<file path="config.mk">
export PLATFORM = sky130hd
export DESIGN_NAME = csr_reg_flat
export DESIGN_NICKNAME = d
export VERILOG_FILES = /design/src/rtl/csr_pkg.sv /design/src/rtl/csr_reg_if.sv /design/src/rtl/csr_counter64.sv /design/src/rtl/csr_reg.sv /design/src/flat_wrapper.sv
export SDC_FILE = /design/constraint.sdc
export NUM_CORES = 1
export LEC_CHECK = 0
export CORE_ASPECT_RATIO = 1.2
export CORE_UTILIZATION = 50
export CTS_CLUSTER_DIAMETER = 30
export DETAILED_ROUTE_END_ITERATION = 16
export DONT_BUFFER_PORTS = 1
export PLACE_DENSITY = 0.76
export REMOVE_ABC_BUFFERS = 1
export SETUP_SLACK_MARGIN = 0.1
export SLEW_MARGIN = 20
export SYNTH_ARGS = -nofsm -noshare
export SYNTH_HDL_FRONTEND = slang
export SYNTH_HIERARCHICAL = 1
export SYNTH_SLANG_ARGS = --single-unit
export TNS_END_PERCENT = 50
</file>
<file path="constraint.sdc">
create_clock -name clk -period 3.61 [get_ports clk]
set_clock_uncertainty 0.15 [all_clocks]
set_input_delay 0.9025 -clock clk [delete_from_list [all_inputs] [get_ports clk]]
set_output_delay 0.9025 -clock clk [all_outputs]
set_load 0.02 [all_outputs]
</file>
<file path="src/rtl/csr_pkg.sv">
// Shared CSR address map, mstatus/mepc masks and write-port helpers for csr_reg.
// CSR_INSTRET_EN adds the minstret addresses to the writable set.
package csr_pkg;

  localparam logic [11:0] CSR_MSTATUS   = 12'h300;
  localparam logic [11:0] CSR_MIE       = 12'h304;
  localparam logic [11:0] CSR_MTVEC     = 12'h305;
  localparam logic [11:0] CSR_MSCRATCH  = 12'h340;
  localparam logic [11:0] CSR_MEPC      = 12'h341;
  localparam logic [11:0] CSR_MCAUSE    = 12'h342;
  localparam logic [11:0] CSR_MCYCLE    = 12'hB00;
  localparam logic [11:0] CSR_MCYCLEH   = 12'hB80;
  localparam logic [11:0] CSR_MINSTRET  = 12'hB02;
  localparam logic [11:0] CSR_MINSTRETH = 12'hB82;
  localparam logic [11:0] CSR_CYCLE     = 12'hC00;
  localparam logic [11:0] CSR_CYCLEH    = 12'hC80;
  localparam logic [11:0] CSR_INSTRET   = 12'hC02;
  localparam logic [11:0] CSR_INSTRETH  = 12'hC82;

  localparam int unsigned MSTATUS_MIE_BIT  = 3;
  localparam int unsigned MSTATUS_MPIE_BIT = 7;
  localparam logic [31:0] MSTATUS_WMASK    = 32'h0000_0088;
  localparam logic [31:0] MEPC_ALIGN_MASK  = 32'hFFFF_FFFC;

  typedef struct packed {
    logic        en;
    logic [11:0] addr;
    logic [31:0] data;
  } csr_wr_t;

  function automatic logic csr_writable(input logic [11:0] addr);
    logic ok;
    case (addr)
      CSR_MSTATUS, CSR_MIE, CSR_MTVEC, CSR_MSCRATCH,
      CSR_MEPC, CSR_MCAUSE, CSR_MCYCLE, CSR_MCYCLEH: ok = 1'b1;
`ifdef CSR_INSTRET_EN
      CSR_MINSTRET, CSR_MINSTRETH:                  ok = 1'b1;
`endif
      default:                                      ok = 1'b0;
    endcase
    return ok;
  endfunction

  function automatic logic [31:0] csr_wr_mask(input logic [11:0] addr, input logic [31:0] data);
    logic [31:0] res;
    case (addr)
      CSR_MSTATUS: res = data & MSTATUS_WMASK;
      CSR_MEPC:    res = data & MEPC_ALIGN_MASK;
      default:     res = data;
    endcase
    return res;
  endfunction

  // {hit, data}: the interrupt port wins when both ports target addr.
  function automatic logic [32:0] csr_pick(input csr_wr_t int_w, input csr_wr_t ex_w,
                                           input logic [11:0] addr);
    logic [32:0] res;
    if (int_w.en && (int_w.addr == addr)) begin
      res = {1'b1, int_w.data};
    end else if (ex_w.en && (ex_w.addr == addr)) begin
      res = {1'b1, ex_w.data};
    end else begin
      res = 33'h0;
    end
    return res;
  endfunction

endpackage

</file>
<file path="src/rtl/csr_reg_if.sv">
// CSR read port plus the execute-stage and interrupt-controller write ports.
interface csr_reg_if;
  logic [31:0] rd_addr_i;
  logic [31:0] rd_data_o;
  logic        ex_wr_en_i;
  logic [31:0] ex_wr_addr_i;
  logic [31:0] ex_wr_data_i;
  logic        int_wr_en_i;
  logic [31:0] int_wr_addr_i;
  logic [31:0] int_wr_data_i;

  modport master (
    output rd_addr_i, ex_wr_en_i, ex_wr_addr_i, ex_wr_data_i,
    output int_wr_en_i, int_wr_addr_i, int_wr_data_i,
    input  rd_data_o
  );

  modport slave (
    input  rd_addr_i, ex_wr_en_i, ex_wr_addr_i, ex_wr_data_i,
    input  int_wr_en_i, int_wr_addr_i, int_wr_data_i,
    output rd_data_o
  );
endinterface

</file>
<file path="src/rtl/csr_counter64.sv">
// Enable-gated 64-bit counter with independent low/high word writes.
module csr_counter64 #(
  parameter logic [63:0] RST_VAL = 64'h0
) (
  input  logic        clk,
  input  logic        rst_n,
  input  logic        inc_en,
  input  logic        wr_lo_en,
  input  logic [31:0] wr_lo_data,
  input  logic        wr_hi_en,
  input  logic [31:0] wr_hi_data,
  output logic [63:0] cnt_o
);
  logic [31:0] lo_r;
  logic [31:0] hi_r;
  logic [31:0] lo_nxt_s;
  logic [31:0] hi_nxt_s;
  logic        carry_s;

  // Next-state: a low write suppresses the carry, a high write discards it.
  always_comb begin
    carry_s = inc_en && (lo_r == 32'hFFFF_FFFF);
    if (wr_lo_en) begin
      lo_nxt_s = wr_lo_data;
    end else if (inc_en) begin
      lo_nxt_s = lo_r + 32'd1;
    end else begin
      lo_nxt_s = lo_r;
    end
    if (wr_hi_en) begin
      hi_nxt_s = wr_hi_data;
    end else if (carry_s && !wr_lo_en) begin
      hi_nxt_s = hi_r + 32'd1;
    end else begin
      hi_nxt_s = hi_r;
    end
  end

  // Counter state with synchronous reset.
  always_ff @(posedge clk) begin
    if (!rst_n) begin
      lo_r <= RST_VAL[31:0];
      hi_r <= RST_VAL[63:32];
    end else begin
      lo_r <= lo_nxt_s;
      hi_r <= hi_nxt_s;
    end
  end

  assign cnt_o = {hi_r, lo_r};
endmodule

</file>
<file path="src/rtl/csr_reg.sv">
// Machine-mode CSR file with cycle counter and write-through read bypass.
// CSR_INSTRET_EN adds minstret (0xB02/0xB82, aliases 0xC02/0xC82).
module csr_reg
  import csr_pkg::*;
#(
  parameter logic [63:0] CYCLE_RST_VAL = 64'h0,
  parameter logic [31:0] MTVEC_RST_VAL = 32'h0
) (
  input  logic        clk,
  input  logic        rst_n,
  csr_reg_if.slave    bus,
  input  logic        instret_inc_i,
  output logic [31:0] mtvec_o,
  output logic [31:0] mepc_o,
  output logic [31:0] mstatus_o,
  output logic [31:0] mie_o,
  output logic        global_int_en_o
);
  csr_wr_t     ex_wr_s;
  csr_wr_t     int_wr_s;
  logic [32:0] mstatus_wr_s, mie_wr_s, mtvec_wr_s, mscratch_wr_s;
  logic [32:0] mepc_wr_s, mcause_wr_s, mcycle_lo_wr_s, mcycle_hi_wr_s;
  logic [31:0] mstatus_r, mie_r, mtvec_r, mscratch_r, mepc_r, mcause_r;
  logic [63:0] mcycle_s;
  logic [63:0] minstret_s;
  logic [11:0] rd_addr_s;
  logic [32:0] rd_pick_s;
  logic [31:0] rd_data_s;
  logic        unused_s;

  // Write ports pre-filtered to writable addresses and pre-masked.
  always_comb begin
    ex_wr_s.en    = bus.ex_wr_en_i && csr_writable(bus.ex_wr_addr_i[11:0]);
    ex_wr_s.addr  = bus.ex_wr_addr_i[11:0];
    ex_wr_s.data  = csr_wr_mask(bus.ex_wr_addr_i[11:0], bus.ex_wr_data_i);
    int_wr_s.en   = bus.int_wr_en_i && csr_writable(bus.int_wr_addr_i[11:0]);
    int_wr_s.addr = bus.int_wr_addr_i[11:0];
    int_wr_s.data = csr_wr_mask(bus.int_wr_addr_i[11:0], bus.int_wr_data_i);
  end

  assign mstatus_wr_s   = csr_pick(int_wr_s, ex_wr_s, CSR_MSTATUS);
  assign mie_wr_s       = csr_pick(int_wr_s, ex_wr_s, CSR_MIE);
  assign mtvec_wr_s     = csr_pick(int_wr_s, ex_wr_s, CSR_MTVEC);
  assign mscratch_wr_s  = csr_pick(int_wr_s, ex_wr_s, CSR_MSCRATCH);
  assign mepc_wr_s      = csr_pick(int_wr_s, ex_wr_s, CSR_MEPC);
  assign mcause_wr_s    = csr_pick(int_wr_s, ex_wr_s, CSR_MCAUSE);
  assign mcycle_lo_wr_s = csr_pick(int_wr_s, ex_wr_s, CSR_MCYCLE);
  assign mcycle_hi_wr_s = csr_pick(int_wr_s, ex_wr_s, CSR_MCYCLEH);

  // Plain machine-mode registers.
  always_ff @(posedge clk) begin
    if (!rst_n) begin
      mstatus_r  <= 32'h0;
      mie_r      <= 32'h0;
      mtvec_r    <= MTVEC_RST_VAL;
      mscratch_r <= 32'h0;
      mepc_r     <= 32'h0;
      mcause_r   <= 32'h0;
    end else begin
      if (mstatus_wr_s[32])  mstatus_r  <= mstatus_wr_s[31:0];
      if (mie_wr_s[32])      mie_r      <= mie_wr_s[31:0];
      if (mtvec_wr_s[32])    mtvec_r    <= mtvec_wr_s[31:0];
      if (mscratch_wr_s[32]) mscratch_r <= mscratch_wr_s[31:0];
      if (mepc_wr_s[32])     mepc_r     <= mepc_wr_s[31:0];
      if (mcause_wr_s[32])   mcause_r   <= mcause_wr_s[31:0];
    end
  end

  csr_counter64 #(.RST_VAL(CYCLE_RST_VAL)) u_mcycle (
    .clk        (clk),
    .rst_n      (rst_n),
    .inc_en     (1'b1),
    .wr_lo_en   (mcycle_lo_wr_s[32]),
    .wr_lo_data (mcycle_lo_wr_s[31:0]),
    .wr_hi_en   (mcycle_hi_wr_s[32]),
    .wr_hi_data (mcycle_hi_wr_s[31:0]),
    .cnt_o      (mcycle_s)
  );

`ifdef CSR_INSTRET_EN
  logic [32:0] minstret_lo_wr_s, minstret_hi_wr_s;
  assign minstret_lo_wr_s = csr_pick(int_wr_s, ex_wr_s, CSR_MINSTRET);
  assign minstret_hi_wr_s = csr_pick(int_wr_s, ex_wr_s, CSR_MINSTRETH);

  csr_counter64 #(.RST_VAL(64'h0)) u_minstret (
    .clk        (clk),
    .rst_n      (rst_n),
    .inc_en     (instret_inc_i),
    .wr_lo_en   (minstret_lo_wr_s[32]),
    .wr_lo_data (minstret_lo_wr_s[31:0]),
    .wr_hi_en   (minstret_hi_wr_s[32]),
    .wr_hi_data (minstret_hi_wr_s[31:0]),
    .cnt_o      (minstret_s)
  );
  assign unused_s = ^{bus.rd_addr_i[31:12], bus.ex_wr_addr_i[31:12], bus.int_wr_addr_i[31:12]};
`else
  assign minstret_s = 64'h0;
  assign unused_s   = ^{instret_inc_i, bus.rd_addr_i[31:12], bus.ex_wr_addr_i[31:12],
                        bus.int_wr_addr_i[31:12]};
`endif

  // Read mux: a pending write to the read address is forwarded.
  always_comb begin
    rd_addr_s = bus.rd_addr_i[11:0];
    rd_pick_s = csr_pick(int_wr_s, ex_wr_s, rd_addr_s);
    if (rd_pick_s[32]) begin
      rd_data_s = rd_pick_s[31:0];
    end else begin
      case (rd_addr_s)
        CSR_MSTATUS:                 rd_data_s = mstatus_r;
        CSR_MIE:                     rd_data_s = mie_r;
        CSR_MTVEC:                   rd_data_s = mtvec_r;
        CSR_MSCRATCH:                rd_data_s = mscratch_r;
        CSR_MEPC:                    rd_data_s = mepc_r;
        CSR_MCAUSE:                  rd_data_s = mcause_r;
        CSR_MCYCLE, CSR_CYCLE:       rd_data_s = mcycle_s[31:0];
        CSR_MCYCLEH, CSR_CYCLEH:     rd_data_s = mcycle_s[63:32];
        CSR_MINSTRET, CSR_INSTRET:   rd_data_s = minstret_s[31:0];
        CSR_MINSTRETH, CSR_INSTRETH: rd_data_s = minstret_s[63:32];
        default:                     rd_data_s = 32'h0;
      endcase
    end
  end

  assign bus.rd_data_o   = rd_data_s;
  assign mtvec_o         = mtvec_r;
  assign mepc_o          = mepc_r;
  assign mstatus_o       = mstatus_r;
  assign mie_o           = mie_r;
  assign global_int_en_o = mstatus_r[MSTATUS_MIE_BIT];
endmodule

</file>
<file path="src/flat_wrapper.sv">
// flat-port wrapper written by rule: the top's interface ports become plain ports
module csr_reg_flat import csr_pkg::*;
#(
  parameter logic [63:0] CYCLE_RST_VAL = 64'h0,
  parameter logic [31:0] MTVEC_RST_VAL = 32'h0
)
  (clk, rst_n, instret_inc_i, mtvec_o, mepc_o, mstatus_o, mie_o, global_int_en_o, bus_rd_addr_i, bus_ex_wr_en_i, bus_ex_wr_addr_i, bus_ex_wr_data_i, bus_int_wr_en_i, bus_int_wr_addr_i, bus_int_wr_data_i, bus_rd_data_o);
  csr_reg_if bus_i ();
  input  logic clk;
  input  logic rst_n;
  input  logic instret_inc_i;
  output logic [31:0] mtvec_o;
  output logic [31:0] mepc_o;
  output logic [31:0] mstatus_o;
  output logic [31:0] mie_o;
  output logic global_int_en_o;
  input wire logic [$bits(bus_i.rd_addr_i)-1:0] bus_rd_addr_i;
  input wire logic [$bits(bus_i.ex_wr_en_i)-1:0] bus_ex_wr_en_i;
  input wire logic [$bits(bus_i.ex_wr_addr_i)-1:0] bus_ex_wr_addr_i;
  input wire logic [$bits(bus_i.ex_wr_data_i)-1:0] bus_ex_wr_data_i;
  input wire logic [$bits(bus_i.int_wr_en_i)-1:0] bus_int_wr_en_i;
  input wire logic [$bits(bus_i.int_wr_addr_i)-1:0] bus_int_wr_addr_i;
  input wire logic [$bits(bus_i.int_wr_data_i)-1:0] bus_int_wr_data_i;
  output wire logic [$bits(bus_i.rd_data_o)-1:0] bus_rd_data_o;
  assign bus_i.rd_addr_i = bus_rd_addr_i;
  assign bus_i.ex_wr_en_i = bus_ex_wr_en_i;
  assign bus_i.ex_wr_addr_i = bus_ex_wr_addr_i;
  assign bus_i.ex_wr_data_i = bus_ex_wr_data_i;
  assign bus_i.int_wr_en_i = bus_int_wr_en_i;
  assign bus_i.int_wr_addr_i = bus_int_wr_addr_i;
  assign bus_i.int_wr_data_i = bus_int_wr_data_i;
  assign bus_rd_data_o = bus_i.rd_data_o;
  csr_reg #(.CYCLE_RST_VAL(CYCLE_RST_VAL), .MTVEC_RST_VAL(MTVEC_RST_VAL)) u_core (.clk(clk), .rst_n(rst_n), .bus(bus_i), .instret_inc_i(instret_inc_i), .mtvec_o(mtvec_o), .mepc_o(mepc_o), .mstatus_o(mstatus_o), .mie_o(mie_o), .global_int_en_o(global_int_en_o));
endmodule
</file>
==> results.toml <==
[finish]
register_area_mm2 = 0.00512
layout_common_cells = "nand2_1 (341), dfxtp_1 (256), o21ai_0 (195), buf_4 (162), mux2i_1 (103)"
mostFrequentLayoutCell = "nand2_1"
final_cells = 2626
drive_above_1_share_pct = 18.0
synthToLayoutAreaGrowth_pct = 22.6
fillers = 2734
multiInputGateArea_mm2 = 0.0108
diodes = 0
nets = 2338

[timing]
rsz0062_at_grt = "yes"
setup_slack_ns = -0.234
finalCritPeriodShare_pct = 106
setup_tns_ns = -6.20
holdWs_ns = 0.348
fmax_ghz = 0.260
finalHoldViolCount = 0
min_period_ns = 3.84
maxSlewViolCount = 0
tightest_slew_ns = 0.985
max_slew_margin_pct = 33.4
setup_viol = 32

[worst_setup_path]
cp_data_arrival_time_ns = 2.79
timing.critical_path.mode_cell = "buf_12"
critical_path_required_ns = 2.56
slowest_delay_ns = 0.56
worstSetupPathType = "in2out"
cp_slowest_cell = "or4_4"
crit_family = "simple AND/OR/NAND/NOR gates"
start_kind = "primary input"
cp_max_fo = 8
path_cells = "xnor2_2, nand3_1, or4_4, buf_6, a21oi_4, buf_12, buf_12, a221oi_1, o22ai_1, buf_4"
critical_path_buf_inv_count = 4
end_kind = "primary output"

[pwr]
finalPower_mw = 8.61
leakage_nw = 8.51
ir_drop_mv = 0.423
power.density_mw_per_mm2 = 423

[outcome]
violations = "setup timing"
status = "finished, violations left"

[drt]
vias = 18254
vias_per_cell = 6.95
drtIter0Drc = 2168
firstDrtPassIters = 9
drc_errors = 0
ant_nets = 0
drt-total-wl_um = 65600
wl_per_cell_um = 25.0

[place]
dp_hpwl_um = 42900
io_buffers = 0
place_inst = 2510
pre_cts_ws_ns = -0.289
gp_congestion = 0.961

[yosys]
synth_flop_cell = "dfxtp_1"
ys_types = 78
ys_warn_count = 6
yosysSeqAreaShare_pct = 30.9
ys_async_sr_fraction_pct = 0
syn_inst = 2127
avgSynthCellArea_um2 = 7.80
synth_area_mm2 = 0.0166
ys_ff_latch = 256
synth_edf_count = 0

[floorplanning]
start_util_pct = 51.1
core_area_mm2 = 0.0324
die_height_um = 201
die-width_um = 168
row_count = 72
io_pins = 326
die_area_mm2 = 0.0339

[global_route]
grt_pass1_vias = 17741
grt_remaining_overflow = 0
grt_pass1_wl_um = 101000
grt.total_usage_pct = 37.4
antenna_found_initial = 0
grt_max_degree = 188

[clock_tree]
clock-sinks = 256
path_clk_slew_ns = 0.05
cts.path.max_buffers = 3
htreeDepth = 2
ctsRootBufferMaster = "clkbuf_16"
tritoncts = "done"
clock_latency_ns = 0.58
numCtsBuffers = 57

[flow_run]
cap_violations = 0

[worst_hold_path]
worstHoldPathType = "in2reg"
## registers in the layout, summed over array words and instances (netlist names)
| name | cells |
|---|---|
| u_core/mscratch_r | 32 |
| u_core/mtvec_o | 32 |
| u_core/u_mcycle/hi_r | 32 |
| u_core/mepc_o | 32 |
| u_core/u_mcycle/lo_r | 32 |
| u_core/mstatus_o | 32 |
| u_core/mcause_r | 32 |
| u_core/mie_o | 32 |
## cell families after synthesis
kind of cell / Yosys count / share of synthesized area (%)
compound gates: 621 / 25.8
buf+inv: 227 / 5.75
simple gates: 833 / 26.3
fa+ha+maj: 2 / 0.151
mux: 129 / 7.98
xor+xnor: 58 / 3.06
other cells: 1 / 0.0226
flops: 256 / 30.9
## layer usage
| layer | vias to the layer above | global-route usage (%) | part of all wire (%) |
|---|---|---|---|
| met5 | - | 0 | 0 |
| met4 | 0 | 22.7 | 6.3 |
| met3 | 314 | 8.38 | 11 |
| met2 | 1297 | 60.1 | 45 |
| met1 | 8625 | 45.6 | 37 |
| li1 | 8018 | - | - |
## path summary, 6_finish.rpt
path | startpoint | to | slack (ns) | cells past startpoint
worst max-delay path | bus_ex_wr_addr_i[8] | bus_rd_data_o[16] | -0.23 | 10
worst min-delay path | rst_n | u_core/mtvec_o[9] | 0.35 | 1
worst max register to register | u_core/u_mcycle/lo_r[0] | u_core/u_mcycle/hi_r[28] | 0.71 | 6
worst min register to register | u_core/u_mcycle/hi_r[15] | u_core/u_mcycle/hi_r[15] | 0.38 | 2
## repair_timing
action	CTS	global route
setup endpoints to repair	32	32
setup buffers	3	2
pin swaps	22	17
gates resized for setup	43	20
cloned	3	1
hold buffers	0	0
## through the flow
stage	cell area, µm²	utilization [%]
2_1_floorplan	15700	-
3_3_place_gp	17900	55.0
3_5_place_dp	17900	55.0
4_1_cts	20200	62.2
5_1_grt	20300	62.7
6_report	20300	62.7
## worst register-to-register path, delay by kind of cell (launching register included)
family | cells | cell delay [ns]
DFF | 1 | 0.43
adders and majority gates | 1 | 0.27
and+or+nand+nor | 5 | 1.94
## synth_stat cells (all sizes together), types with 9 or more instances
cell / n / share of area [%]
and4: 13 / 0.69
a311oi: 25 / 1.3
nor3b: 9 / 0.41
dfxtp: 256 / 31
buf: 64 / 2.0
inv: 20 / 0.45
nor3: 25 / 0.98
nand2b: 11 / 0.42
or3: 15 / 0.57
clkbuf: 142 / 3.2
nand2: 343 / 7.8
nor4: 21 / 1.1
nor2b: 30 / 1.1
o211a: 68 / 4.1
xnor2: 26 / 1.4
o211ai: 54 / 2.4
o22ai: 36 / 1.4
or4: 10 / 0.48
a21oi: 69 / 2.1
xor2: 32 / 1.7
a211oi: 57 / 2.6
a221oi: 23 / 1.2
a31oi: 14 / 0.53
mux2i: 103 / 6.2
a22oi: 9 / 0.41
a21bo: 12 / 0.72
and2: 57 / 2.2
nand4: 92 / 3.6
nor2: 68 / 1.6
o21ai: 197 / 5.9
nor4b: 14 / 0.96
nand3: 46 / 1.4
mux2: 26 / 1.8
a22o: 19 / 1.0
and3: 63 / 2.4
## report_power, final
group | switching [mW] | internal [mW]
Clock | 1.80 | 3.68
Sequential | 0.00468 | 2.84
Combinational | 0.158 | 0.131
## cell type report
cell class | instances | area share [%]
multi-input cells | 1644 | 53.3
flip-flops and latches | 256 | 25.2
repair buffers | 191 | 8.54
clock buffers | 70 | 7.75
well taps | 407 | 2.50
clock inverters | 37 | 2.28
inverters | 21 | 0.394
No activity file was read; power rests on OpenSTA's default activity.
